[src/rtl/aes_prng_reseed_sched.sv]
// aes_prng_reseed_sched: schedules masking-PRNG reseeds from block count, software and key-touch triggers.
module aes_prng_reseed_sched #(
  parameter bit SecMasking = 1'b0,
  parameter int CntWidth   = 14
) (
  input  logic                clk_i,
  input  logic                rst_i,
  input  logic [2:0]          prng_reseed_rate_i,
  input  logic                key_touch_forces_reseed_i,
  input  logic                block_done_i,
  input  logic                key_touch_i,
  input  logic                sw_reseed_i,
  output logic                reseed_req_o,
  input  logic                reseed_ack_i,
  output logic                block_stall_o,
  output logic                reseed_done_o,
  output logic                rate_err_o,
  output logic [CntWidth-1:0] blk_cnt_o
);
  typedef enum logic {IDLE, REQ} state_e;
  state_e state_q, state_d;
  logic pend_auto, pend_sw, pend_key, rate_bad, key_hit, auto_hit, go, ack_hit;
  logic [CntWidth-1:0] cnt, cnt_inc, cnt_nxt, thr;
  always_comb begin
    rate_bad = !(prng_reseed_rate_i inside {3'b001, 3'b010, 3'b100});
    thr      = prng_reseed_rate_i == 3'b010 ? CntWidth'(64) :
               prng_reseed_rate_i == 3'b100 ? CntWidth'(8192) : CntWidth'(1);
    cnt_inc  = cnt < thr ? cnt + 1'b1 : cnt;
    cnt_nxt  = block_done_i ? cnt_inc : cnt;
    key_hit  = key_touch_i & key_touch_forces_reseed_i;
    // auto trigger is held off while a reseed is in flight; the ack clears the count
    auto_hit = SecMasking && state_q == IDLE && cnt_nxt >= thr;
    ack_hit  = state_q == REQ && reseed_ack_i;
    go       = state_q == IDLE && (pend_auto | pend_sw | pend_key | sw_reseed_i | key_hit | auto_hit);
    state_d  = go ? REQ : ack_hit ? IDLE : state_q;
  end
  always_ff @(posedge clk_i) begin
    if (rst_i) begin
      state_q       <= IDLE;
      pend_auto     <= 1'b0;
      pend_sw       <= 1'b0;
      pend_key      <= 1'b0;
      cnt           <= '0;
      rate_err_o    <= 1'b0;
      reseed_done_o <= 1'b0;
    end else begin
      state_q       <= state_d;
      pend_auto     <= !go && (pend_auto | auto_hit);
      pend_sw       <= !go && (pend_sw | sw_reseed_i);
      pend_key      <= !go && (pend_key | key_hit);
      cnt           <= ack_hit ? '0 : cnt_nxt;
      rate_err_o    <= rate_err_o | rate_bad;
      reseed_done_o <= ack_hit;
    end
  end
  assign reseed_req_o  = state_q == REQ;
  assign block_stall_o = reseed_req_o | pend_auto | pend_sw | pend_key;
  assign blk_cnt_o     = cnt;
endmodule

[config.mk]
export PLATFORM = sky130hd
export DESIGN_NAME = aes_prng_reseed_sched
export DESIGN_NICKNAME = d
export VERILOG_FILES = /design/src/rtl/aes_prng_reseed_sched.sv
export SDC_FILE = /design/constraint.sdc
export NUM_CORES = 1
export LEC_CHECK = 0
export BUFFER_PORTS_ARGS = -buffer_cell sky130_fd_sc_hd__buf_2
export CAP_MARGIN = 20
export CORE_MARGIN = 3
export CORE_UTILIZATION = 47
export DETAILED_ROUTE_END_ITERATION = 10
export GPL_ROUTABILITY_DRIVEN = 0
export PLACE_DENSITY = 0.84
export SYNTH_ARGS = -nofsm -noshare
export SYNTH_HDL_FRONTEND = slang
export SYNTH_SLANG_ARGS = --single-unit
export TNS_END_PERCENT = 5
[constraint.sdc]
create_clock -name clk_i -period 2.5 [get_ports clk_i]
set_input_delay 0.5 -clock clk_i [delete_from_list [all_inputs] [get_ports clk_i]]
set_output_delay 0.5 -clock clk_i [all_outputs]
set_load 0.1 [all_outputs]
# [Word level (Yosys, flattened, before mapping)]
# Index checks and enable logic that the tools add are counted.
[totals] ff_bits=20 latchBits=0 ramBits=0 romBits=0 input_bits=10 out_inout_bits=18 word_cells=39 memories=0
[op_classes] add_sub_neg=1 mul=0 div=0 n_lt_le_gt_ge=1 n_eq_ne=3 n_shift=0 mux=4 n_bitwise=12 reduce_logical=11
[op_table] operator="$mux W14" n=2
[op_table] operator="$add A14 B1 Y14 const B" n=1
[op_table] operator="$lt A14 B14 Y1" n=1
[op_table] operator="$or A1 B1 Y1" n=10
[op_table] operator="$logic_and A1 B1 Y1" n=5
[op_table] operator="$eq A3 B1 Y1 const B" n=1
[op_table] operator="$eq A3 B2 Y1 const B" n=1
[op_table] operator="$eq A3 B3 Y1 const B" n=1
[op_table] operator="$reduce_bool A3 Y1" n=1
[op_table] operator="$logic_not A1 Y1" n=2
[op_table] operator="$mux W1" n=2
[op_table] operator="$reduce_and A2 Y1" n=1
[op_table] operator="$reduce_bool A2 Y1" n=1
[op_table] operator="$reduce_or A2 Y1" n=1
[op_table] operator="$and A1 B1 Y1" n=1
[op_table] operator="$not A1 Y1" n=1

# [Longest topological paths before layout]
# Gate-level depths: netlist (run 1).
[depth] depth_word=7 ltp_mapped=7 depth_no_buf=6

# [Worst setup path before layout (run 1)]
# Ideal clock, no wire load.
[synth_path] path_type="flip-flop to output port" startpoint="register state_q, in the netlist reseed_req_o" endpoint="output block_stall_o" t_arrival_ps=1906 required_ps=2000 slack_ps=94 stages_incl_launch_ff=3 path_buffers=0 path_cell_list="dfxtp_1 nor3_1 nand2b_1"
[synth_between] elab_chain_len=3
[synth_lines] item="start: declaration" line_no="21" rtl="state_e state_q, state_d;"
[synth_lines] item="start signal: assignment" line_no="47" rtl="state_q <= state_d;"
[synth_lines] item="$or A1 B1 Y1 (3 in series)" line_no="57" rtl="assign block_stall_o = reseed_req_o | pend_auto | pend_sw | pend_key;"
[synth_lines] item="end: declaration" line_no="15" rtl="output logic block_stall_o,"
# Every way passes these cells.

# [Worst setup path after layout (run 1)]
[layout_path] startpoint="input prng_reseed_rate_i[1]" endpoint="register cnt[6], in the netlist blk_cnt_o[6]"
[layout_between] elab_chain_len=5 elab_cells_between_ends=6 classes_between="1 x order compare; 2 x eq/ne; 2 x mux; 1 x reduce/logical"
[layout_lines] item="start: declaration" line_no="8" rtl="input logic [2:0] prng_reseed_rate_i,"
[layout_lines] item="$eq A3 B3 Y1" line_no="27" rtl="prng_reseed_rate_i == 3'b100 ? CntWidth'(8192) : CntWidth'(1);"
[layout_lines] item="$mux W14" line_no="27"
[layout_lines] item="$mux W14 (*)" line_no="26" rtl="thr = prng_reseed_rate_i == 3'b010 ? CntWidth'(64) :"
[layout_lines] item="$lt A14 B14 Y1 (*)" line_no="28" rtl="cnt_inc = cnt < thr ? cnt + 1'b1 : cnt;"
[layout_lines] item="$reduce_and A2 Y1 (no source line) (*)"
[layout_lines] item="end signal: assignment" line_no="51" rtl="cnt <= ack_hit ? '0 : cnt_nxt;"
[layout_lines] item="end: declaration" line_no="23" rtl="logic [CntWidth-1:0] cnt, cnt_inc, cnt_nxt, thr;"
# Every way passes the cells marked *; elsewhere a longest branch is shown, timed or not.
# A chain may end at the register's enable or synchronous reset.

==> results of run 1 <==
[layer usage]
metal  global-route usage (%)  wire (µm)  vias up  share of wire [%]
met1                     19.1       1090      467                 44
met3                     5.34        159        2                6.5
met5                        0          0        -                  0
met4                     2.71         12        0               0.49
li1                         -          -      527                  -
met2                     28.7       1200       35                 49
[power by group]
| group | switching [mW] | leakage [nW] | internal, mW |
|---|---|---|---|
| clock | 0.102 | 0.0279 | 0.162 |
| sequential | 0.00682 | 0.162 | 0.325 |
| combinational | 0.104 | 0.395 | 0.0443 |
[worst max-delay path: stages]
cell and delay [ns]:
buf_2 0.11, or3b_1 0.40, ha_1 0.23, nor4b_4 0.26, a41oi_4 0.26, buf_4 0.24
nor4_2 0.33, mux2i_1 0.21
[sequential cells by signal, indices dropped and copies added, names as in the netlist]
| register | flops |
|---|---|
| pend_key | 1 |
| pend_auto | 1 |
| blk_cnt_o | 14 |
| reseed_req_o | 1 |
| pend_sw | 1 |
| reseed_done_o | 1 |
| rate_err_o | 1 |
[cells in the mapped netlist, drive strengths merged]
| cell | instances | area, µm² |
|---|---|---|
| and4 | 2 | 18.8 |
| nand2b | 13 | 81.3 |
| or3b | 2 | 17.5 |
| o31ai | 3 | 22.5 |
| a41oi | 1 | 27.5 |
| or2b | 2 | 17.5 |
| nand3 | 4 | 20.0 |
| mux2i | 11 | 110 |
| ha | 3 | 37.5 |
| nand2 | 15 | 56.3 |
| a21boi | 1 | 11.3 |
| buf | 2 | 15.0 |
| clkbuf | 3 | 21.3 |
| o21ai | 1 | 5.00 |
| dfxtp | 20 | 400 |
| inv | 5 | 18.8 |
| a31oi | 1 | 6.26 |
| and2 | 1 | 6.26 |
| nand4 | 2 | 12.5 |
| nand3b | 1 | 7.51 |
| nor3 | 2 | 10.0 |
| or4 | 3 | 22.5 |
| nor4b | 3 | 41.3 |
| nor4 | 11 | 128 |
| and3 | 2 | 13.8 |
| nor2 | 5 | 18.8 |
| xnor2 | 1 | 8.76 |
| a21oi | 6 | 30.0 |
[through the flow]
step / setup TNS (ns) / std cells / hold WS, ns / power [mW]
CTS: 0 / 189 / 0.383 / 0.752
global route: 0 / 189 / 0.384 / 0.777
global placement: -0.0364 / 185 / 0.418 / 0.483
floorplan: 0 / 126 / 0.408 / 0.454
detailed placement: -0.329 / 185 / 0.427 / 0.488
finish: 0 / 189 / 0.390 / 0.744
[cell families after synthesis]
logic type | after synthesis
and+or+nand+nor | 68
DFF | 20
AOI/OAI and AO/OA | 13
muxes | 11
buffers and inverters | 10
adders and majority gates | 3
xor gates and xnor gates | 1
[cell type report]
class                   count  area [µm²]  share of cell area (%)
clock buffers               3        22.5                    1.56
clock inverters             1        30.0                    2.09
inverters                   5        18.8                    1.30
multi-input cells          96         731                    50.7
flip-flops and latches     20         400                    27.8
well taps                  28        35.0                    2.43
repair buffers             36         203                    14.1
[final timing paths]
path / startpoint / endpoint / slack, ns / cells after the start
worst max-delay path: prng_reseed_rate_i[1] / blk_cnt_o[6] / 0.21 / 8
worst min-delay path: rst_i / reseed_done_o / 0.39 / 2
worst max register to register: blk_cnt_o[13] / blk_cnt_o[6] / 0.57 / 6
worst min register to register: pend_auto / pend_auto / 0.44 / 2
[layout by cell type (no fill, tap or decap), types with 3 or more instances in the layout]
cell type  synthesis  final
nor4_1             3      3
or4_1              3      3
buf_2              0     27
dfxtp_1           20     20
mux2i_1           11     11
buf_4              0      9
a21oi_1            6      6
nor2_1             5      5
ha_1               3      3
nand2_1           15     15
clkbuf_4           0      3
nand3_1            4      4
o31ai_1            3      3
inv_1              5      5
nand2b_1          13     13
nor4_2             7      7
==> out/qor.yml, run 1 <==
status: "completed"
clock_latency_ns: 0.30
die_area_mm2: 0.00316
fp.dieW_um: 56.2
dp_slack_ns: -0.116
diodes: 0
cellLeakagePower_nw: 0.585
synth-simple-area-share_pct: 39.8
antenna_left: 0
synthMuxAreaShare_pct: 9.28
clock_skew_ns: 0.00206
finish.instance_area_mm2: 0.00144
place_area_mm2: 0.00139
critPathKind: "in2reg"
drc_errors: 0
yosys_warnings: 0
start_util_pct: 51.6
synth_compound_area_share_pct: 8.65
grt_pass1_wl_um: 4180
fmax_ghz: 0.437
ir_worst_vdd_mv: 0.448
postCtsHoldBufs: 0
worst_slack_ns: 0.210
final_core_util_pct: 62.7
cp_max_fo: 13
ios: 28
n_fill_cell: 200
synthXorXnorAreaFrac_pct: 0.738
clkTransAtPathRegs_ns: 0.12
grt_max_degree: 23
hold_viol_final: 0
drt_iter0_drc: 20
post_cts_buffers: 0
vias: 1031
power_density_mw_per_mm2: 517
cts.path.max_buffers: 2
ctsResizeCount: 0
layout-drive-gt1-share_pct: 34.2
slew-limit-headroom_pct: 66.2
cap_violations: 0
period_minus_slack_ns: 2.29
cts-root-buf: "clkbuf_4"
synthesis.area_mm2: 0.00119
synth-seq-cells: 20
grt_setup_unrepaired: "no"
layout.nets: 175
worstSetupStartpointType: "input pin"
seq_area_frac_synth_pct: 33.8
syn_nets: 139
via_per_inst: 5.46
firstDrtPassIters: 4
antenna_found_initial: 0
hpwl_um: 1890
grtUsageTotal_pct: 16.2
finalMaxSlewViolations: 0
routedWlPerCell_um: 13.0
grt_pass1_vias: 968
rows: 17
syn_avg_cell_area_um2: 9.41
die_height_um: 56.2
end_kind: "flip-flop"
portBuffers: 27
hp-class: "in2reg"
cts_tree: "built"
clock_sinks: 20
coreArea_mm2: 0.00230
yosysUniqueCellTypes: 35
tightest_slew_ns: 0.505
synth_top_family_by_area: "simple AND/OR/NAND/NOR gates"
setup-violations-final: 0
drt_wl_total_um: 2460
cp.required_ns: 2.74
synth_adder_area_share_pct: 3.16
crit_arrival_ns: 2.53
syn_inst: 126
cts_buffers: 3
synthToLayoutAreaGrowth_pct: 21.4
fin_crit_sh_pct: 91.6
htreeDepth: 1
overflow: 0
(Power assumes the default switching activity.)
==> inputs of run 2 (changes only) <==
--- a/config.mk
+++ b/config.mk
@@ -6,12 +6,12 @@
 export NUM_CORES = 1
 export LEC_CHECK = 0
 export BUFFER_PORTS_ARGS = -buffer_cell sky130_fd_sc_hd__buf_2
-export CAP_MARGIN = 20
+export CAP_MARGIN = 30
 export CORE_MARGIN = 3
-export CORE_UTILIZATION = 47
+export CORE_UTILIZATION = 50
 export DETAILED_ROUTE_END_ITERATION = 10
 export GPL_ROUTABILITY_DRIVEN = 0
-export PLACE_DENSITY = 0.84
+export PLACE_DENSITY = 0.85
 export SYNTH_ARGS = -nofsm -noshare
 export SYNTH_HDL_FRONTEND = slang
 export SYNTH_SLANG_ARGS = --single-unit
==> constraint.sdc (replaced) <==
create_clock -name clk_i -period 3 [get_ports clk_i]
set_input_delay 0.6 -clock clk_i [delete_from_list [all_inputs] [get_ports clk_i]]
set_output_delay 0.6 -clock clk_i [all_outputs]
set_load 0.1 [all_outputs]
==> run 2 against run 1 <==
Against the previous run: clock skew grew 0.0046 ns; first-iteration DRC count shrank 15%; combinational power shrank 21%; count of clock-buffer cells in the layout is the same; non-clock buffer count shrank 7; utilization shrank 1.9 points; critical path depth shrank 1; routed wire length grew 4.3%; largest cell class unchanged; largest power group unchanged.
==> out/qor.yml, run 2 (same netlist as run 1, synthesis figures left out) <==
status: "completed"
r2r_cells: 5  # -1
die_area_mm2: 0.00299  # -5.4%
hold_viol_final: 0  # unchanged
synthToLayoutAreaGrowth_pct: 14.5
largest_register_ffs: 14  # unchanged
layout.nets: 168  # -4.0%
critPathTopFamily: "simple AND/OR/NAND/NOR gates"
cp.required_ns: 3.25  # +0.51 ns
cts-root-buf: "clkbuf_4"
cts_buffers: 3  # unchanged
fmax_ghz: 0.403
setup-tns-final_ns: 0  # unchanged
firstDrtPassIters: 4  # unchanged
drc_errors: 0  # unchanged
crit_slowest_cell: "nor4b_1"
fin_crit_sh_pct: 82.7
diodes: 0  # unchanged
crit_arrival_ns: 2.73  # +0.20 ns
mostFrequentLayoutCells: "buf_2, dfxtp_1, nand2_1"
grt_use_met3_pct: 2.45  # -2.9 points
grt.busiest_layer: "met2"
fp.dieW_um: 54.7  # -2.7%
antenna_found_initial: 0  # unchanged
power_mw: 0.525  # -30%
drt_wl_total_um: 2570  # +4.3%
finalMaxSlewViolations: 0  # unchanged
antenna_left: 0  # unchanged
ctsResizeCount: 0  # unchanged
power_density_mw_per_mm2: 386  # -25%
cellLeakagePower_nw: 0.537  # -8.2%
setup-violations-final: 0  # unchanged
worstReg2RegEnd: "blk_cnt_o[3]"
post_cts_buffers: 0  # unchanged
grt_max_degree: 23  # unchanged
slowest_delay_ns: 0.51  # +0.11 ns
grtUsageTotal_pct: 19.1  # +2.9 points
use_met1_pct: 20.9  # +1.8 points
whs_endpoint: "pend_auto"
critPathKind: "in2reg"
layout-drive-gt1-share_pct: 30.7  # -3.4 points
r2r_slack_ns: 1.00  # +0.43 ns
rows: 17  # unchanged
layout_commonest_cell: "buf_2"
whs_ns: 0.440  # +0.0506 ns
hpwl_um: 1920  # +1.6%
clock_skew_ns: 0.00667  # +0.00461 ns
htreeDepth: 1  # unchanged
clock_latency_ns: 0.31  # about the same
start_util_pct: 53.1  # +1.5 points
stdcell_count: 181  # -4.2%
clock_sinks: 20  # unchanged
grt_pass1_wl_um: 4120  # -1.5%
ios: 28  # unchanged
cts_tree: "built"
overflow: 0  # unchanged
drt_iter0_drc: 17  # -15%
clkTransAtPathRegs_ns: 0.11  # about the same
path_cells: "buf_2 -> or3b_1 -> ha_1 -> nor4b_4 -> a41oi_4 -> nor4b_1 -> mux2i_1"
grt_pass1_vias: 938  # -3.1%
ir_worst_vdd_mv: 0.273  # -39%
portBuffers: 27  # unchanged
tightest_slew_ns: 0.846  # +0.341 ns
postCtsHoldBufs: 0  # unchanged
routedWlPerCell_um: 14.2  # +8.9%
hp-class: "reg2reg"
r2r-start: "blk_cnt_o[13]"
dp_cells: 178  # -3.8%
via_per_inst: 5.55  # +1.8%
cap_violations: 0  # unchanged
slew-limit-headroom_pct: 43.3  # -23 points
grt_setup_unrepaired: "no"
vias: 1005  # -2.5%
hold_depth: 2  # unchanged
final_core_util_pct: 60.8  # -1.9 points
met2_usage_pct: 35.8  # +7.1 points
cp_max_fo: 17  # +4
min_from: "pend_auto"
period_minus_slack_ns: 2.48
critical_path_buf_inv_count: 1  # -1
worstSetupStartpointType: "input pin"
end_kind: "flip-flop"
die_height_um: 54.7  # -2.7%
cts.path.max_buffers: 2  # unchanged
coreArea_mm2: 0.00223  # -2.8%
run 2: worst max-delay path by stage:
| stage | from | to | slack, ns | depth (start not counted) |
|---|---|---|---|---|
| after floorplan | reseed_req_o | block_stall_o | 0.49 | 2 |
| after detailed placement | prng_reseed_rate_i[1] | blk_cnt_o[3] | 0.19 | 7 |
| after CTS | prng_reseed_rate_i[1] | blk_cnt_o[3] | 0.52 | 7 |
| after global placement | prng_reseed_rate_i[1] | blk_cnt_o[7] | 0.28 | 7 |
| after global routing | prng_reseed_rate_i[1] | blk_cnt_o[11] | 0.43 | 7 |
| final | prng_reseed_rate_i[1] | blk_cnt_o[3] | 0.52 | 7 |
run 2: worst register-to-register path, delay by kind of cell, from the launching register on:
| family | cells | cell delay, ns |
|---|---|---|
| multiplexers | 1 | 0.23 |
| AO/OA/AOI/OAI | 1 | 0.33 |
| adder cells (fa/ha/maj) | 1 | 0.26 |
| AND/OR/NAND/NOR | 2 | 0.78 |
| flip-flops | 1 | 0.35 |
run 2: per-layer routing:
metal,share of wire (%),up-vias
met5,0,-
met4,2.1,0
met3,3.4,5
met2,51,18
met1,43,470
li1,-,512
run 2: area by class of cell:
| cell class | count | area, µm² |
|---|---|---|
| repair buffers | 29 | 150 |
| well taps | 28 | 35.0 |
| clock buffers | 3 | 22.5 |
| multi-input cells | 96 | 731 |
| flip-flops and latches | 20 | 400 |
| inverters | 5 | 18.8 |
| fillers | 206 | 876 |
run 2: per-stage QoR:
| stage | instance area (µm²) | worst slack, ns |
|---|---|---|
| floorplan | 1190 | 0.494 |
| global placement | 1340 | 0.282 |
| detailed placement | 1340 | 0.194 |
| CTS | 1360 | 0.521 |
| global route | 1360 | 0.430 |
| finish | 1360 | 0.520 |
run 2: where the power goes:
group	total [mW]	switching, mW	internal (mW)
combinational	0.117	0.0862	0.0309
sequential	0.277	0.00561	0.271
clock	0.131	0.0837	0.0470
